### config.mk
export PLATFORM = sky130hd
export DESIGN_NAME = pkt_meta_dropper
export DESIGN_NICKNAME = d
export VERILOG_FILES = /design/src/rtl/pkt_meta_dropper_pkg.sv /design/src/rtl/pkt_meta_dropper_pkt_out_reg.sv /design/src/rtl/pkt_meta_dropper.sv
export SDC_FILE = /design/constraint.sdc
export NUM_CORES = 2
export LEC_CHECK = 0
export CORE_AREA = 2 2 566 568
export DETAILED_ROUTE_END_ITERATION = 7
export DIE_AREA = 0 0 568 570
export SYNTH_ARGS = -nofsm -noshare
export SYNTH_HDL_FRONTEND = slang
export SYNTH_SLANG_ARGS = --single-unit
export TNS_END_PERCENT = 30
### constraint.sdc
create_clock -name Clk -period 87 [get_ports Clk]
set_input_delay 17.4 -clock Clk [delete_from_list [all_inputs] [get_ports Clk]]
set_output_delay 17.4 -clock Clk [all_outputs]
set_load 0.03 [all_outputs]
### src/rtl/pkt_meta_dropper_pkg.sv
// Shared types and default widths for the packet/metadata dropper.
package pkt_meta_dropper_pkg;

  localparam int PKT_DATA_W   = 512;
  localparam int PKT_EMPTY_W  = 6;
  localparam int PKT_META_W   = 128;
  localparam int PKT_DROP_BIT = 0;

  typedef enum logic [1:0] {
    IDLE = 2'd0,
    FWD  = 2'd1,
    DROP = 2'd2
  } dropper_state_t;

endpackage

### src/rtl/pkt_meta_dropper_pkt_out_reg.sv
// One-deep valid/ready pipeline register carrying {sop, eop, data, empty}.
// Accepts a new flit whenever it is empty or being drained this cycle.
module pkt_out_reg #(
  parameter int DATA_W  = 512,
  parameter int EMPTY_W = 6
) (
  input  logic               clk,
  input  logic               rst,
  input  logic               load,
  input  logic               in_sop,
  input  logic               in_eop,
  input  logic [DATA_W-1:0]  in_data,
  input  logic [EMPTY_W-1:0] in_empty,
  output logic               in_ready,
  output logic               out_sop,
  output logic               out_eop,
  output logic [DATA_W-1:0]  out_data,
  output logic [EMPTY_W-1:0] out_empty,
  output logic               out_valid,
  input  logic               out_ready
);

  assign in_ready = ~out_valid | out_ready;

  // Load a new flit, hold while stalled, drop valid after a handshake with no refill.
  always_ff @(posedge clk or posedge rst) begin
    if (rst) begin
      out_valid <= 1'b0;
      out_sop   <= 1'b0;
      out_eop   <= 1'b0;
      out_data  <= '0;
      out_empty <= '0;
    end else if (load) begin
      out_valid <= 1'b1;
      out_sop   <= in_sop;
      out_eop   <= in_eop;
      out_data  <= in_data;
      out_empty <= in_empty;
    end else if (out_ready) begin
      out_valid <= 1'b0;
    end
  end

endmodule

### src/rtl/pkt_meta_dropper.sv
// Pairs one metadata word with each packet and forwards or discards the packet
// according to the metadata drop bit. Keeps per-outcome statistics.
import pkt_meta_dropper_pkg::*;

module pkt_meta_dropper #(
  parameter int DATA_W   = PKT_DATA_W,
  parameter int EMPTY_W  = PKT_EMPTY_W,
  parameter int META_W   = PKT_META_W,
  parameter int DROP_BIT = PKT_DROP_BIT
) (
  input  logic               Clk,
  input  logic               Rst,
  input  logic               in_pkt_sop,
  input  logic               in_pkt_eop,
  input  logic [DATA_W-1:0]  in_pkt_data,
  input  logic [EMPTY_W-1:0] in_pkt_empty,
  input  logic               in_pkt_valid,
  output logic               in_pkt_ready,
  input  logic [META_W-1:0]  in_meta_data,
  input  logic               in_meta_valid,
  output logic               in_meta_ready,
  output logic               out_pkt_sop,
  output logic               out_pkt_eop,
  output logic [DATA_W-1:0]  out_pkt_data,
  output logic [EMPTY_W-1:0] out_pkt_empty,
  output logic               out_pkt_valid,
  output logic [META_W-1:0]  out_pkt_meta,
  input  logic               out_pkt_ready,
  output logic [31:0]        stats_fwd_pkt,
  output logic [31:0]        stats_drop_pkt,
  output logic [31:0]        stats_drop_flit,
  output logic [31:0]        stats_err
);

  dropper_state_t     state_q, state_d;
  logic [META_W-1:0]  meta_q;
  logic               first_q;
  logic               reg_ready;
  logic               accept;
  logic               fwd_load;
  logic               drop_acc;

  // Meta pop is gated by reset so nothing is popped while reset is held.
  assign in_meta_ready = ~Rst & (state_q == IDLE) & in_meta_valid;
  assign accept        = in_pkt_valid & in_pkt_ready;
  assign fwd_load      = accept & (state_q == FWD);
  assign drop_acc      = accept & (state_q == DROP);

  // Flit acceptance depends on state: stalled in IDLE, throttled by the output register in FWD.
  always_comb begin
    in_pkt_ready = 1'b0;
    case (state_q)
      FWD:     in_pkt_ready = reg_ready;
      DROP:    in_pkt_ready = 1'b1;
      default: in_pkt_ready = 1'b0;
    endcase
  end

  // Next-state: meta selects FWD/DROP, an accepted eop returns to IDLE.
  always_comb begin
    state_d = state_q;
    case (state_q)
      IDLE: if (in_meta_ready) state_d = in_meta_data[DROP_BIT] ? DROP : FWD;
      FWD:  if (accept & in_pkt_eop) state_d = IDLE;
      DROP: if (accept & in_pkt_eop) state_d = IDLE;
      default: state_d = IDLE;
    endcase
  end

  // State, latched metadata and first-flit tracking for the sop error check.
  always_ff @(posedge Clk or posedge Rst) begin
    if (Rst) begin
      state_q <= IDLE;
      meta_q  <= '0;
      first_q <= 1'b0;
    end else begin
      state_q <= state_d;
      if (in_meta_ready) begin
        meta_q  <= in_meta_data;
        first_q <= 1'b1;
      end else if (accept) begin
        first_q <= 1'b0;
      end
    end
  end

  // Sideband meta follows each loaded flit, so it only changes at the next packet's first flit.
  always_ff @(posedge Clk or posedge Rst) begin
    if (Rst) out_pkt_meta <= '0;
    else if (fwd_load) out_pkt_meta <= meta_q;
  end

  // Statistics counters, free-running and wrapping.
  always_ff @(posedge Clk or posedge Rst) begin
    if (Rst) begin
      stats_fwd_pkt   <= '0;
      stats_drop_pkt  <= '0;
      stats_drop_flit <= '0;
      stats_err       <= '0;
    end else begin
      if (out_pkt_valid & out_pkt_ready & out_pkt_eop) stats_fwd_pkt <= stats_fwd_pkt + 32'd1;
      if (drop_acc) stats_drop_flit <= stats_drop_flit + 32'd1;
      if (drop_acc & in_pkt_eop) stats_drop_pkt <= stats_drop_pkt + 32'd1;
      if (accept & in_pkt_sop & ~first_q) stats_err <= stats_err + 32'd1;
    end
  end

  pkt_out_reg #(
    .DATA_W  (DATA_W),
    .EMPTY_W (EMPTY_W)
  ) u_out_reg (
    .clk       (Clk),
    .rst       (Rst),
    .load      (fwd_load),
    .in_sop    (in_pkt_sop),
    .in_eop    (in_pkt_eop),
    .in_data   (in_pkt_data),
    .in_empty  (in_pkt_empty),
    .in_ready  (reg_ready),
    .out_sop   (out_pkt_sop),
    .out_eop   (out_pkt_eop),
    .out_data  (out_pkt_data),
    .out_empty (out_pkt_empty),
    .out_valid (out_pkt_valid),
    .out_ready (out_pkt_ready)
  );

endmodule
==> results.md <==
* Largest clock skew in the final design at between 0.04 and 0.05 ns
* Sequential-to-total area share from yosys stat at 0.658
* Effective utilization at floorplan at 0.109
* Port Buffer Count at around 1400
* CTS tree: yes
* Top FF cell, synth: sky130_fd_sc_hd__dfrtp_1
* CP max FO at 74
* Final core utilization at 0.182
* Detailed Route Iter0 Violations at about 1200
* Post-route fraction of the period consumed by the critical path at 0.429
* Number of failing hold endpoints at the final stage at 0
* Number of distinct library cells after synthesis at 43
* Count of final max-slew check failures at 0
* Final Setup Violations at 0
* Clock root buffer: sky130_fd_sc_hd__clkbuf_16
* Half-perimeter wire length after placement at between 150 and 200 mm
* Total vias in the final route at approximately 26000
* Setup Buffers After CTS at 0
* Share of cells above drive strength 1 at 0.225
* Maximum number of pins on one net before global-route repair at 155
* Number of max-capacitance violations reported at 0
* Remaining global-route overflow at 0
* Num Clock Sinks at 908
* Area of the die at about 0.32 sq mm
* Shortest period the worst path allows at roughly 37 ns
* Number of buffers on the longest clock path at 4
* Via count of the first global-routing pass at 27700
* Number of placed I/O pins at 1432
* Die span in x at 568 um
* Slew at the pin closest to its max-slew limit at 1.16 ns
* Max_slew headroom at 0.229
* Clock transition at path regs at 0.06 ns
* Count of flip-flops with a built-in enable after synthesis at 0
* Nature of the critical path startpoint: primary input
* Cell area reported after detailed placement at 0.0538 sq mm
* Unrepaired setup endpoints after global routing: no
* Static leakage at 25.5 nW
* # DRC at 0
* Chip Height at roughly 570 um
* Antenna violations before repair at 94
* Status: complete, no violations
* H-tree lvl count at 3
* Proportion of register bits with asynchronous set or reset after synthesis at 1.00
* Post-synthesis cell count at 2426
* First-pass GRT wire length at 277 mm
* Std cell rows at 207
* Total global routing track utilization at 0.129
* Hold buffer count at cts at 0
* Inserted Clock Buffers at 114
* Setup slack at placement at 49.51 ns
* Area of the mapped netlist at 0.0345 sq mm
* Leading cell types in the layout, fill and taps excluded: 1428 x sky130_fd_sc_hd__clkdlybuf4s50_1, 908 x sky130_fd_sc_hd__dfrtp_1, 652 x sky130_fd_sc_hd__mux2_2
* Weighted congestion reported at the end of routability-driven placement at 0.908
* Total power density per cell area at 29.9 mW/mm^2
* Aggregate negative setup slack at 0 ns
* Routed via count divided by cell count at 3.17
* Final total power at between 1.5 and 2 mW
* Critical path capture point type: output pin
* Max Clock Freq at roughly 0.027 GHz
* Path category of the worst min-delay check: reg2reg
* Remaining number of nets flagged by the antenna check after routing at 0
* Total Wirelength at 217 mm
* CP required at between 60 and 70 ns
* Routed length per placed instance at 26.5 um
* Resized Gates After CTS at 0
* Register bit total from synthesis at roughly 910
* Crit path setup slack, layout at 49.65 ns
* Mean Syn Cell Area at between 10 and 15 sq um
* Leading cell type in the layout, fill and taps excluded: sky130_fd_sc_hd__clkdlybuf4s50_1
* Maximum VDD drop at 0.0195 mV
* Latest clock arrival within the worst-skew pair at 0.85 ns
* Drt pass-1 iters at 5
* Non-Filler Cell Area, Final at 0.0578 sq mm
* Synthesized net count at about 3000
* Area of the core at 0.317 sq mm
* Data arrival, critical path at 19.95 ns
* Critical setup path kind: in2out
* Synthesis Warnings at 0
* NumNets Final at 4554
* Area grow syn2layout at 67.5%
## report_power, final
part / switching (mW) / internal, mW / leakage, nW
combinational: 0.381 / 0.239 / 11.3
sequential: 0.0670 / 0.533 / 12.2
clock: 0.207 / 0.301 / 1.94
## routing by layer
metal  track usage  vias to the layer above  wire length (um)
met2         0.235                     1296            111000
met1         0.126                    13100             73000
met4        0.0509                        4              9680
li1              -                    11200                 -
met5             0                        -                27
met3        0.0597                      385             22800
## critical path, cell delays in order
cell                              delay [ns]
sky130_fd_sc_hd__clkdlybuf4s50_1        0.55
sky130_fd_sc_hd__inv_8                  0.34
sky130_fd_sc_hd__nand3_4                0.27
sky130_fd_sc_hd__inv_6                  0.44
sky130_fd_sc_hd__clkdlybuf4s50_1        0.81
## final timing paths
| kind | startpoint | slack (ns) | depth (start not counted) | end |
|---|---|---|---|---|
| max in group asynchronous | Rst | 64.17 | 9 | meta_q[49] |
| worst max register to register | state_q[0] | 80.82 | 11 | u_out_reg.out_data[76] |
| worst min-delay path | meta_q[33] | 0.47 | 2 | meta_q[33] |
| worst max-delay path | Rst | 49.65 | 5 | in_meta_ready |
| min in group asynchronous | Rst | 17.05 | 2 | u_out_reg.out_data[153] |
| worst min register to register | meta_q[33] | 0.47 | 2 | meta_q[33] |
## state kept, by name (all words and copies together), names as in the netlist
register and cells:
u_out_reg.out_empty 6, stats_drop_flit 32, stats_drop_pkt 32, out_pkt_meta 128
meta_q 128, u_out_reg.out_data 512, u_out_reg.out_eop 1, first_q 1
stats_fwd_pkt 32, stats_err 32, state_q 2, u_out_reg.out_valid 1
u_out_reg.out_sop 1
## stage by stage
step,hold WS (ns),std cells
finish,0.466,8176
global route,0.495,8174
CTS,0.469,8165
detailed placement,0.461,7958
global placement,0.459,7958
floorplan,0.442,2426
## cells in the mapped netlist, types with 2 or more instances
library cell / count / share of area
sky130_fd_sc_hd__and2_1: 4 / 0.00072
sky130_fd_sc_hd__and3_1: 12 / 0.0022
sky130_fd_sc_hd__and3_2: 3 / 0.00065
sky130_fd_sc_hd__and4_1: 6 / 0.0015
sky130_fd_sc_hd__buf_2: 72 / 0.010
sky130_fd_sc_hd__buf_4: 2 / 0.00043
sky130_fd_sc_hd__clkbuf_1: 30 / 0.0033
sky130_fd_sc_hd__dfrtp_1: 908 / 0.66
sky130_fd_sc_hd__ha_1: 7 / 0.0025
sky130_fd_sc_hd__inv_1: 13 / 0.0014
sky130_fd_sc_hd__mux2_2: 652 / 0.21
sky130_fd_sc_hd__nand2_1: 434 / 0.047
sky130_fd_sc_hd__nand2b_1: 3 / 0.00054
sky130_fd_sc_hd__nand3_1: 50 / 0.0073
sky130_fd_sc_hd__nand4_1: 28 / 0.0051
sky130_fd_sc_hd__nor2_1: 35 / 0.0038
sky130_fd_sc_hd__nor3_1: 12 / 0.0017
sky130_fd_sc_hd__nor3_4: 2 / 0.00094
sky130_fd_sc_hd__nor4_1: 3 / 0.00054
sky130_fd_sc_hd__nor4_2: 3 / 0.0011
sky130_fd_sc_hd__or2_2: 2 / 0.00036
sky130_fd_sc_hd__or4_4: 2 / 0.00065
sky130_fd_sc_hd__xnor2_1: 85 / 0.022
sky130_fd_sc_hd__xor2_1: 39 / 0.0099
## cell families (layout without fill, tap and decap cells)
group,after synthesis,in the layout,share of synthesized area
buf+inv,118,1677,0.0157
simple gates,610,610,0.0778
other cells,0,11,0
mux,652,652,0.213
compound gates,7,7,0.00149
fa+ha+maj,7,7,0.00254
flops,908,908,0.658
xor+xnor,124,124,0.0315
## layout make-up
type	count	area, sq um
clock inverters	59	762
clock buffers	148	3190
inverters	14	65.1
multi-input cells	1400	11300
diodes	11	27.5
flip-flops and latches	908	22700
well taps	4180	5230
repair buffers	1456	14500
fillers	34400	259000
Power figures use the tool's default switching activity.
